$ cat src/rtl/fp_defs_pkg.sv
// Shared definitions for the single-precision FP square-root unit.
package fp_defs;

  // Default datapath geometry for single precision
  localparam int FP_IW    = 26;  // radicand width, MSB must be 0
  localparam int FP_IFRAC = 23;  // radicand fraction bits
  localparam int FP_OW    = 26;  // root width: 1 integer bit + 25 fraction bits

  // Iterative core state encoding
  typedef enum logic [1:0] {
    SQ_IDLE = 2'd0,
    SQ_RUN  = 2'd1,
    SQ_FIN  = 2'd2
  } sqrt_state_e;

  // Rounding modes used by the rounding/exception stage
  localparam logic [2:0] RM_RNE = 3'b000;
  localparam logic [2:0] RM_RTZ = 3'b001;
  localparam logic [2:0] RM_RDN = 3'b010;
  localparam logic [2:0] RM_RUP = 3'b011;
  localparam logic [2:0] RM_RMM = 3'b100;

  // Special single-precision encodings
  localparam logic [31:0] SP_QNAN = 32'h7FC0_0000;
  localparam logic [31:0] SP_PINF = 32'h7F80_0000;
  localparam logic [31:0] SP_NINF = 32'hFF80_0000;
  localparam logic [31:0] SP_PZERO = 32'h0000_0000;
  localparam logic [31:0] SP_NZERO = 32'h8000_0000;

endpackage

$ cat src/rtl/sqrt_step.sv
// One restoring square-root step: brings down two radicand bits and
// decides one root bit. Purely combinational.
module sqrt_step
  import fp_defs::*;
#(
  parameter int OW = FP_OW
) (
  input  logic [OW+1:0] rem_i,
  input  logic [1:0]    bits_i,
  input  logic [OW-1:0] root_i,
  output logic [OW+1:0] rem_o,
  output logic [OW-1:0] root_o
);

  // Wide working copies; the remainder invariant (rem <= 2*root) keeps the
  // upper two bits zero, so truncating the result back loses nothing.
  logic [OW+3:0] r_full;
  logic [OW+3:0] t_full;
  logic [OW+3:0] d_full;
  logic          ge;

  // Trial subtract and restore decision
  always_comb begin
    r_full = {rem_i, bits_i};
    t_full = {2'b00, root_i, 2'b01};
    d_full = r_full - t_full;
    ge     = (r_full >= t_full);
    rem_o  = (OW+2)'(ge ? d_full : r_full);
    root_o = {root_i[OW-2:0], ge};
  end

endmodule

$ cat src/rtl/mant_sqrt_iter.sv
// Iterative restoring mantissa square root, one root bit per clock.
// Produces floor(sqrt(in * 2^(2*(OW-1)-IFRAC))) plus a sticky bit.
module mant_sqrt_iter
  import fp_defs::*;
#(
  parameter int IW    = FP_IW,
  parameter int IFRAC = FP_IFRAC,
  parameter int OW    = FP_OW
) (
  input  logic          clk,
  input  logic          rst,
  input  logic          start,
  input  logic [IW-1:0] in,
  output logic [OW-1:0] out,
  output logic          sticky,
  output logic          busy,
  output logic          done
);

  localparam int PW = 2 * OW;
  localparam int SH = 2 * (OW - 1) - IFRAC;
  localparam int RW = OW + 2;
  localparam int CW = $clog2(OW + 1);

  sqrt_state_e   state_q, state_d;
  logic [PW-1:0] pad_q, pad_d;
  logic [RW-1:0] rem_q, rem_d;
  logic [OW-1:0] root_q, root_d;
  logic [CW-1:0] cnt_q, cnt_d;
  logic [OW-1:0] out_q, out_d;
  logic          sticky_q, sticky_d;

  logic [RW-1:0] rem_nx;
  logic [OW-1:0] root_nx;
  logic [IW-1:0] in_m;
  logic          load;
  logic          last;

  sqrt_step #(.OW(OW)) u_step (
    .rem_i  (rem_q),
    .bits_i (pad_q[PW-1 -: 2]),
    .root_i (root_q),
    .rem_o  (rem_nx),
    .root_o (root_nx)
  );

  // The MSB of the radicand is a caller error; drop it silently.
  assign in_m = in & {1'b0, {(IW-1){1'b1}}};
  // A new operation may load from IDLE or from the FIN (done) cycle.
  assign load = start && (state_q != SQ_RUN);
  assign last = (cnt_q == CW'(1));

  // State register
  always_ff @(posedge clk or posedge rst) begin
    if (rst) state_q <= SQ_IDLE;
    else     state_q <= state_d;
  end

  // Next-state logic
  always_comb begin
    state_d = state_q;
    case (state_q)
      SQ_IDLE: if (start) state_d = SQ_RUN;
      SQ_RUN:  if (last)  state_d = SQ_FIN;
      SQ_FIN:  state_d = start ? SQ_RUN : SQ_IDLE;
      default: state_d = SQ_IDLE;
    endcase
  end

  // Datapath next values: load, iterate, and capture the result on the final step
  always_comb begin
    pad_d    = pad_q;
    rem_d    = rem_q;
    root_d   = root_q;
    cnt_d    = cnt_q;
    out_d    = out_q;
    sticky_d = sticky_q;
    if (load) begin
      pad_d  = PW'(in_m) << SH;
      rem_d  = '0;
      root_d = '0;
      cnt_d  = CW'(OW);
    end else if (state_q == SQ_RUN) begin
      pad_d  = pad_q << 2;
      rem_d  = rem_nx;
      root_d = root_nx;
      cnt_d  = cnt_q - CW'(1);
      // Result registers update on the edge entering FIN so they are
      // valid alongside done.
      if (last) begin
        out_d    = root_nx;
        sticky_d = |rem_nx;
      end
    end
  end

  // Datapath registers
  always_ff @(posedge clk or posedge rst) begin
    if (rst) begin
      pad_q    <= '0;
      rem_q    <= '0;
      root_q   <= '0;
      cnt_q    <= '0;
      out_q    <= '0;
      sticky_q <= 1'b0;
    end else begin
      pad_q    <= pad_d;
      rem_q    <= rem_d;
      root_q   <= root_d;
      cnt_q    <= cnt_d;
      out_q    <= out_d;
      sticky_q <= sticky_d;
    end
  end

  // Outputs decoded from registered state only
  always_comb begin
    busy   = (state_q == SQ_RUN);
    done   = (state_q == SQ_FIN);
    out    = out_q;
    sticky = sticky_q;
  end

endmodule

$ cat config.mk
export PLATFORM = sky130hd
export DESIGN_NAME = mant_sqrt_iter
export DESIGN_NICKNAME = d
export VERILOG_FILES = /design/src/rtl/fp_defs_pkg.sv /design/src/rtl/sqrt_step.sv /design/src/rtl/mant_sqrt_iter.sv
export SDC_FILE = /design/constraint.sdc
export NUM_CORES = 1
export LEC_CHECK = 0
export ABC_CLOCK_PERIOD_IN_PS = 4700
export CORE_ASPECT_RATIO = 0.75
export CORE_UTILIZATION = 50
export CTS_CLUSTER_SIZE = 24
export DETAILED_ROUTE_END_ITERATION = 7
export PLACE_DENSITY = 0.69
export SLEW_MARGIN = 0
export SYNTH_ARGS = -nofsm -noshare
export SYNTH_HDL_FRONTEND = slang
export SYNTH_SLANG_ARGS = --single-unit
export TNS_END_PERCENT = 5
$ cat constraint.sdc
create_clock -name clk -period 4.7 [get_ports clk]
set_input_delay 0.47 -clock clk [delete_from_list [all_inputs] [get_ports clk]]
set_output_delay 0.47 -clock clk [all_outputs]
set_load 0.02 [all_outputs]
==> results.json, run 1 <==
{
  "routedWlPerCell_um": 16.3,
  "synth_warnings": 0,
  "grt_pass1_vias": 5233,
  "grt_antenna_before_repair": 0,
  "yosysSeqAreaShare_pct": 42.6,
  "ys_types": 65,
  "slew_violations": 0,
  "syn-cell-area_um2": 6650,
  "cts_buffer_depth": 2,
  "cts_tree": "done",
  "cts_resized": 0,
  "async_flop_share_pct": 100,
  "wirelength_um": 15700,
  "finalCritPeriodShare_pct": 79.3,
  "nets": 838,
  "status": "finished, final reports clean",
  "arrival_ns": 3.99,
  "syn-num-nets": 806,
  "cts_setup_buffers": 0,
  "drt-initial-drc-count": 428,
  "die_w_um": 135,
  "cp-start-kind": "register",
  "die_h_um": 102,
  "setup_viol": 0,
  "clock_skew_ns": 0.00936,
  "worstMarginPinSlew_ns": 1.07,
  "first_pass_iters": 5,
  "drive_gt1_share_pct": 7.32,
  "ys_seq_elements": 113,
  "path_max_fanout": 40,
  "core_um2": 13000,
  "num_vias": 5556,
  "vias_per_cell": 5.77,
  "start_util_pct": 51.2,
  "setup_tns_ns": 0,
  "period_needed_ns": 3.73,
  "syn2layout_area_growth_pct": 18.1,
  "clock_sinks": 113,
  "grt_pass1_wl_um": 26500,
  "htreeDepth": 4,
  "cts-root-buf": "clkbuf_16",
  "crit_path_end_kind": "register",
  "port_buffers": 56,
  "rsz0062_at_grt": "no",
  "syn-instance-count": 747,
  "gr-usage-all-layers_pct": 24.5,
  "maxCapViolCount": 0,
  "pin_count": 58,
  "synth-main-ff-cell": "dfrtp_1",
  "slew_headroom_pct": 28.6,
  "synth.avg_cell_area_um2": 8.90,
  "dieArea_um2": 13800,
  "hold_path.class": "in -> async",
  "hold_violations": 0,
  "nFillCells": 1125,
  "fmax_ghz": 0.268,
  "grt_max_degree": 64,
  "dp_hpwl_um": 10900,
  "gp_congestion": 0.923,
  "clk_pin_slew_ns": 0.06,
  "overflow": 0,
  "drc_errors": 0,
  "ant_nets": 0,
  "numCtsBuffers": 17,
  "crit_type": "reg -> reg",
  "clkLatencyLatePin_ns": 0.42,
  "cp.required_ns": 4.97,
  "antenna_cells": 0,
  "cts_hold_buffers": 0,
  "synth_edf_count": 0,
  "num_rows": 36
}
==> cells in the final DEF (no fill, tap or decap), types with 14 or more instances in the layout <==
| cell type | n |
|---|---|
| clkdlybuf4s50_1 | 55 |
| o31ai_1 | 29 |
| nand2_1 | 96 |
| o21ai_0 | 100 |
| dfrtp_1 | 113 |
| xnor2_1 | 14 |
| inv_1 | 37 |
| ha_1 | 30 |
| nor2_1 | 47 |
| a21oi_1 | 32 |
| clkbuf_16 | 17 |
| nand3_1 | 35 |
| mux2i_1 | 35 |
==> cell usage after synthesis, drive strengths merged, types with 5 or more instances <==
cell	instances	area [µm²]
dfrtp	113	2830
o21ai	100	500
nand2	96	360
nor2	47	176
clkbuf	41	155
inv	38	143
mux2i	35	350
nand3	35	175
a21oi	34	185
ha	30	375
o31ai	30	230
xnor2	14	123
buf	10	72.6
xor2	10	87.6
a21o	8	60.1
nand4	8	50.1
nor3	7	40.0
o211ai	6	45.0
and4	5	43.8
nor2b	5	38.8
nor4	5	31.3
o21a	5	37.5
or3	5	31.3
==> per-layer routing <==
metal | routed length (µm) | global-route usage [%] | part of all wire, % | vias up
li1 | - | - | - | 2721
met1 | 8010 | 35.9 | 51 | 2685
met2 | 6850 | 36.7 | 44 | 134
met3 | 684 | 4.71 | 4.4 | 16
met4 | 165 | 7.78 | 1.1 | 0
met5 | 0 | 0 | 0 | -
==> final timing paths <==
path                              to  cells after the start  slack (ns)      start
min reg2reg                root_q[6]                      2        0.47  root_q[5]
min in group clk           root_q[6]                      2        0.47  root_q[5]
max reg2reg                   sticky                     12        0.97  rem_q[15]
max                           sticky                     12        0.97  rem_q[15]
min                          out[25]                      2        0.31        rst
max in group asynchronous   rem_q[6]                      3        3.42        rst
==> metrics by stage <==
step / worst slack (ns) / utilization, % / instance area (µm²) / instances / hold slack, ns
after CTS: 1.01 / 60.5 / 7850 / 963 / 0.306
after floorplan: 1.24 / - / 6650 / 747 / 0.449
after global routing: 0.746 / 60.5 / 7850 / 963 / 0.314
after detailed placement: 1.04 / 55.9 / 7250 / 931 / 0.460
final: 0.975 / 60.5 / 7850 / 963 / 0.307
after global placement: 1.11 / 55.9 / 7250 / 931 / 0.455
==> cells by family after synthesis <==
kind of cell,share of synthesized area [%]
buffers and inverters,5.63
AND/OR/NAND/NOR,16.7
adder cells (fa/ha/maj),5.65
flip-flops,42.6
multiplexers,5.27
AO/OA/AOI/OAI,21.0
XOR/XNOR,3.16
==> registers in the layout, summed over array words and instances (netlist names) <==
signal,flops
rem_q,28
sticky,1
cnt_q,5
state_q,2
root_q,26
out,26
pad_q,25
==> cell type report <==
class                           count  area (µm²)  area share (%)
Sequential cell                   113        2830            36.0
Clock buffer                       18         429            5.47
Clock inverter                     14         164            2.09
Inverter                           39         149            1.90
Multi-Input combinational cell    544        3450            43.9
Tap cell                          171         214            2.73
Timing Repair Buffer               64         616            7.85
==> critical path, stage by stage (launching register included) <==
cell and delay (ns):
dfrtp_1 0.42, ha_1 0.43, a21oi_2 0.21, o21ai_0 0.15
or2_2 0.31, nor3_2 0.30, o31ai_2 0.13, a2111oi_4 0.37
buf_4 0.45, and4_1 0.27, o221a_1 0.20, and4bb_1 0.23
a31oi_1 0.10
Power of run 1 is left out: the tool's default activity adds up to more than one toggle a clock period on the data nets, which glitch-free logic cannot reach.
==> run 2, diff against run 1 <==
--- a/config.mk
+++ b/config.mk
@@ -5,12 +5,12 @@
 export SDC_FILE = /design/constraint.sdc
 export NUM_CORES = 1
 export LEC_CHECK = 0
-export ABC_CLOCK_PERIOD_IN_PS = 4700
+export ABC_CLOCK_PERIOD_IN_PS = 3200
 export CORE_ASPECT_RATIO = 0.75
 export CORE_UTILIZATION = 50
 export CTS_CLUSTER_SIZE = 24
 export DETAILED_ROUTE_END_ITERATION = 7
-export PLACE_DENSITY = 0.69
+export PLACE_DENSITY = 0.71
 export SLEW_MARGIN = 0
 export SYNTH_ARGS = -nofsm -noshare
 export SYNTH_HDL_FRONTEND = slang
==> constraint.sdc (replaced) <==
create_clock -name clk -period 3.2 [get_ports clk]
set_input_delay 0.32 -clock clk [delete_from_list [all_inputs] [get_ports clk]]
set_output_delay 0.32 -clock clk [all_outputs]
set_load 0.02 [all_outputs]
==> results.json, run 2 (synthesized netlist as in run 1, its figures left out) <==
{
  "setup_viol": 0,
  "slew_violations": 0,
  "cts_hold_buffers": 0,
  "gp_congestion": 0.903,
  "pin_count": 58,
  "layout_common_cells": "dfrtp_1 (113), nand2_1 (96), o21ai_0 (93)",
  "period_needed_ns": 3.18,
  "numCtsBuffers": 17,
  "nFillCells": 1034,
  "clock_skew_ns": 0.0143,
  "crit_type": "reg -> reg",
  "drt-initial-drc-count": 505,
  "overflow": 0,
  "cp-start-kind": "register",
  "clock_sinks": 113,
  "ant_nets": 0,
  "largest_register_ffs": 28,
  "r2r_end": "sticky",
  "whs_ns": 0.445,
  "finalCritPeriodShare_pct": 99.5,
  "multi_input_comb_area_um2": 3660,
  "routedWlPerCell_um": 16.9,
  "num_rows": 36,
  "crit_chain": "inv_2 -> ha_4 -> nor2b_4 -> buf_4 -> o31a_1 -> nor4_2 -> nor3_2 -> xor2_1 -> or3_4 -> a2111oi_4 -> o221a_1 -> and4bb_1 -> a31oi_1",
  "path_max_fanout": 3,
  "grt_pass1_vias": 5773,
  "grt_antenna_before_repair": 0,
  "core_um2": 13000,
  "arrival_ns": 3.48,
  "r2r_setup_slack_ns": 0.02,
  "nets": 921,
  "cp.required_ns": 3.50,
  "first_pass_iters": 5,
  "dieArea_um2": 13800,
  "num_vias": 5973,
  "regArea_um2": 2830,
  "clkLatencyLatePin_ns": 0.43,
  "cts_tree": "done",
  "worstMarginPinSlew_ns": 1.10,
  "top_register": "rem_q",
  "grt_pass1_wl_um": 28600,
  "hold_violations": 0,
  "slew_headroom_pct": 26.3,
  "r2r_cells": 13,
  "cts_buffer_depth": 2,
  "port_buffers": 56,
  "wirelength_um": 17700,
  "vias_per_cell": 5.71,
  "crit_slowest_cell": "or3_4",
  "fmax_ghz": 0.314,
  "post-route-util_pct": 67.1,
  "die_h_um": 102,
  "status": "finished, final reports clean",
  "cts-root-buf": "clkbuf_16",
  "setup_ws_ns": 0.0159,
  "layout_commonest_cell": "dfrtp_1",
  "dp_hpwl_um": 12100,
  "syn2layout_area_growth_pct": 31.1,
  "grt_max_degree": 78,
  "drc_errors": 0,
  "die_w_um": 135,
  "clk_pin_slew_ns": 0.06,
  "dp_slack_ns": -0.102,
  "drive_gt1_share_pct": 19.4,
  "start_util_pct": 51.2,
  "gr-usage-all-layers_pct": 26.9,
  "crit_path_end_kind": "register",
  "rsz0062_at_grt": "yes",
  "maxCapViolCount": 0,
  "antenna_cells": 0,
  "r2r_start": "root_q[0]",
  "setup_tns_ns": 0,
  "cpPeakStageDelay_ns": 0.42,
  "hold_path.class": "in -> async",
  "htreeDepth": 4
}
==> run 2: changes by cell type in the layout (fill, tap and decap cells not counted), moves of 3 or more <==
cell,before,now
ha_1,30,24
buf_6,0,3
o21ai_0,100,93
o21ai_1,0,7
o31ai_1,29,26
buf_4,8,87
ha_4,0,4
==> run 2: per-layer routing <==
| layer | GRT usage, % | wire length, µm | up-vias |
|---|---|---|---|
| li1 | - | - | 2896 |
| met1 | 38.1 | 8420 | 2900 |
| met2 | 41.2 | 8190 | 159 |
| met3 | 5.85 | 928 | 18 |
| met4 | 8.30 | 189 | 0 |
| met5 | 0 | 0 | - |
==> run 2: worst max-delay path: cells and delay by family (launching register included) <==
| family | cells | cell delay [ns] |
|---|---|---|
| compound gates | 4 | 0.95 |
| buf+inv | 2 | 0.23 |
| xor+xnor | 1 | 0.16 |
| flops | 1 | 0.38 |
| fa+ha+maj | 1 | 0.21 |
| simple gates | 5 | 1.11 |
==> run 2: worst max-delay path by stage <==
stage	to	depth (start not counted)	slack, ns	from
floorplan	sticky	12	0.12	rem_q[5]
global route	sticky	13	-0.08	root_q[0]
CTS	sticky	13	0.008	root_q[0]
finish	sticky	13	0.02	root_q[0]
global placement	sticky	12	-0.08	root_q[0]
detailed placement	sticky	12	-0.10	root_q[0]
==> run 2: final cells by class <==
class / instances / share of cell area [%]
multi-input cells: 544 / 42.1
well taps: 171 / 2.46
repair buffers: 147 / 14.5
flip-flops and latches: 113 / 32.5
clock buffers: 18 / 4.93
inverters: 39 / 1.72
clock inverters: 14 / 1.87
==> run 2: metrics by stage <==
stage / std cells / instance area [µm²]
2_1_floorplan: 747 / 6650
3_5_place_dp: 1007 / 7840
6_report: 1046 / 8710
5_1_grt: 1046 / 8710
4_1_cts: 1043 / 8520
3_3_place_gp: 1007 / 7840
==> run 2: what timing repair did <==
item,CTS,global route
buffers inserted,4,3
endpoints found under the setup margin,4,16
gates resized for setup,13,36
pin swaps,7,16
Power of run 2 is left out for the same reason.
==> run 3, diff against run 2 <==
--- a/config.mk
+++ b/config.mk
@@ -8,8 +8,9 @@
 export ABC_CLOCK_PERIOD_IN_PS = 3200
 export CORE_ASPECT_RATIO = 0.75
 export CORE_UTILIZATION = 50
-export CTS_CLUSTER_SIZE = 24
+export CTS_CLUSTER_SIZE = 25
 export DETAILED_ROUTE_END_ITERATION = 7
+export GPL_TIMING_DRIVEN = 0
 export PLACE_DENSITY = 0.71
 export SLEW_MARGIN = 0
 export SYNTH_ARGS = -nofsm -noshare
==> results.json, run 3 (synthesized netlist as in run 1, its figures left out) <==
{
  "gr-usage-all-layers_pct": 29.0,
  "crit_path_end_kind": "register",
  "hold_path.class": "in -> async",
  "dieArea_um2": 13800,
  "layout_commonest_cell": "dfrtp_1",
  "path_max_fanout": 6,
  "gp_congestion": 0.911,
  "ant_nets": 0,
  "numCtsBuffers": 17,
  "cts_tree": "done",
  "hold_violations": 0,
  "clk_pin_slew_ns": 0.06,
  "pin_count": 58,
  "fin_area_um2": 8460,
  "grt_pass1_wl_um": 30100,
  "num_vias": 6022,
  "cp-start-kind": "register",
  "placed_area_um2": 7450,
  "port_buffers": 55,
  "dp.cells": 975,
  "slew_violations": 0,
  "period_needed_ns": 3.29,
  "grt_max_degree": 42,
  "vias_per_cell": 5.92,
  "slew_headroom_pct": 43.6,
  "cts_buffer_depth": 2,
  "violations": "negative setup slack",
  "drive_gt1_share_pct": 13.6,
  "layout_common_cells": "dfrtp_1 (110), o21ai_0 (96), nand2_1 (96)",
  "cts_hold_buffers": 0,
  "largest_register_ffs": 28,
  "core_um2": 13000,
  "clock_sinks": 113,
  "die_h_um": 102,
  "setup_ws_ns": -0.0920,
  "dp_hpwl_um": 13600,
  "cts-root-buf": "clkbuf_16",
  "fmax_ghz": 0.304,
  "status": "finished, violations left",
  "clock_skew_ns": 0.0114,
  "maxCapViolCount": 0,
  "rsz0062_at_grt": "yes",
  "top_register": "rem_q",
  "final_cells": 1017,
  "post-route-util_pct": 65.2,
  "first_pass_iters": 5,
  "finalCritPeriodShare_pct": 103,
  "worstMarginPinSlew_ns": 0.845,
  "syn2layout_area_growth_pct": 27.4,
  "overflow": 0,
  "htreeDepth": 4,
  "clkLatencyLatePin_ns": 0.42,
  "arrival_ns": 3.58,
  "grt_antenna_before_repair": 0,
  "crit_type": "reg -> reg",
  "routedWlPerCell_um": 18.9,
  "drc_errors": 0,
  "wirelength_um": 19200,
  "antenna_cells": 0,
  "grt_pass1_vias": 5657,
  "die_w_um": 135,
  "start_util_pct": 51.2,
  "setup_viol": 2,
  "drt-initial-drc-count": 562,
  "cp.required_ns": 3.49,
  "num_rows": 36,
  "nets": 892
}
==> run 3: cell types whose count changed in the layout (fill, tap and decap cells not counted), sizes merged <==
cell and delta:
buf -65, clkbuf +36, bufinv -2, clkinv -2, inv +2, a2111oi +1, clkinvlp +1
==> run 3: metal layers <==
metal  vias up  global-route usage (%)  routed length [µm]
met5         -                       0                   0
met4         0                    9.08                 256
met3        24                    7.64                1360
met2       211                    42.2                8590
met1      2949                    42.0                9010
li1       2838                       -                   -
==> run 3: worst paths after layout <==
path	end	cells past startpoint	slack, ns	from
setup / recovery	sticky	12	-0.09	rem_q[5]
setup reg to reg	sticky	12	-0.09	rem_q[5]
min in group clk	out[12]	2	0.48	out[12]
hold / removal	root_q[24]	2	0.40	rst
hold reg to reg	out[12]	2	0.48	out[12]
max in group asynchronous	rem_q[17]	4	1.85	rst
==> run 3: what timing repair did <==
item                       CTS  global route
resized for setup           22            46
gates cloned                 1             0
pin swaps                    9            16
hold endpoints to repair     0             0
setup buffers               12             6
setup endpoints to repair   32            31
==> run 3: critical path, stage by stage (launching register included) <==
cell and delay, ns:
dfrtp_1 0.44, ha_4 0.29, buf_6 0.11, nand4_1 0.28
a2111oi_4 0.50, nor3_4 0.09, o31ai_4 0.37, a2111oi_4 0.14
buf_4 0.18, or3b_4 0.38, o22ai_2 0.10, and4bb_1 0.21
a31oi_1 0.08
==> run 3: per-stage QoR <==
stage	setup slack (ns)	hold slack, ns	TNS (ns)
after floorplan	0.125	0.449	0
after global placement	-0.565	0.458	-13.92
after detailed placement	-0.548	0.463	-14.14
after CTS	-0.107	0.435	-0.126
after global routing	-0.146	0.478	-0.431
final	-0.0920	0.404	-0.171
==> run 3: area by class of cell <==
cell class                      instances  area (µm²)
Tap cell                              171         214
Inverter                               39         150
Clock inverter                         13         128
Sequential cell                       113        2830
Fill cell                            1055        4510
Multi-Input combinational cell        545        3730
Timing Repair Buffer                   74         718
Clock buffer                           19         453
Buffer                                 43         235
Power of run 3 is left out for the same reason.
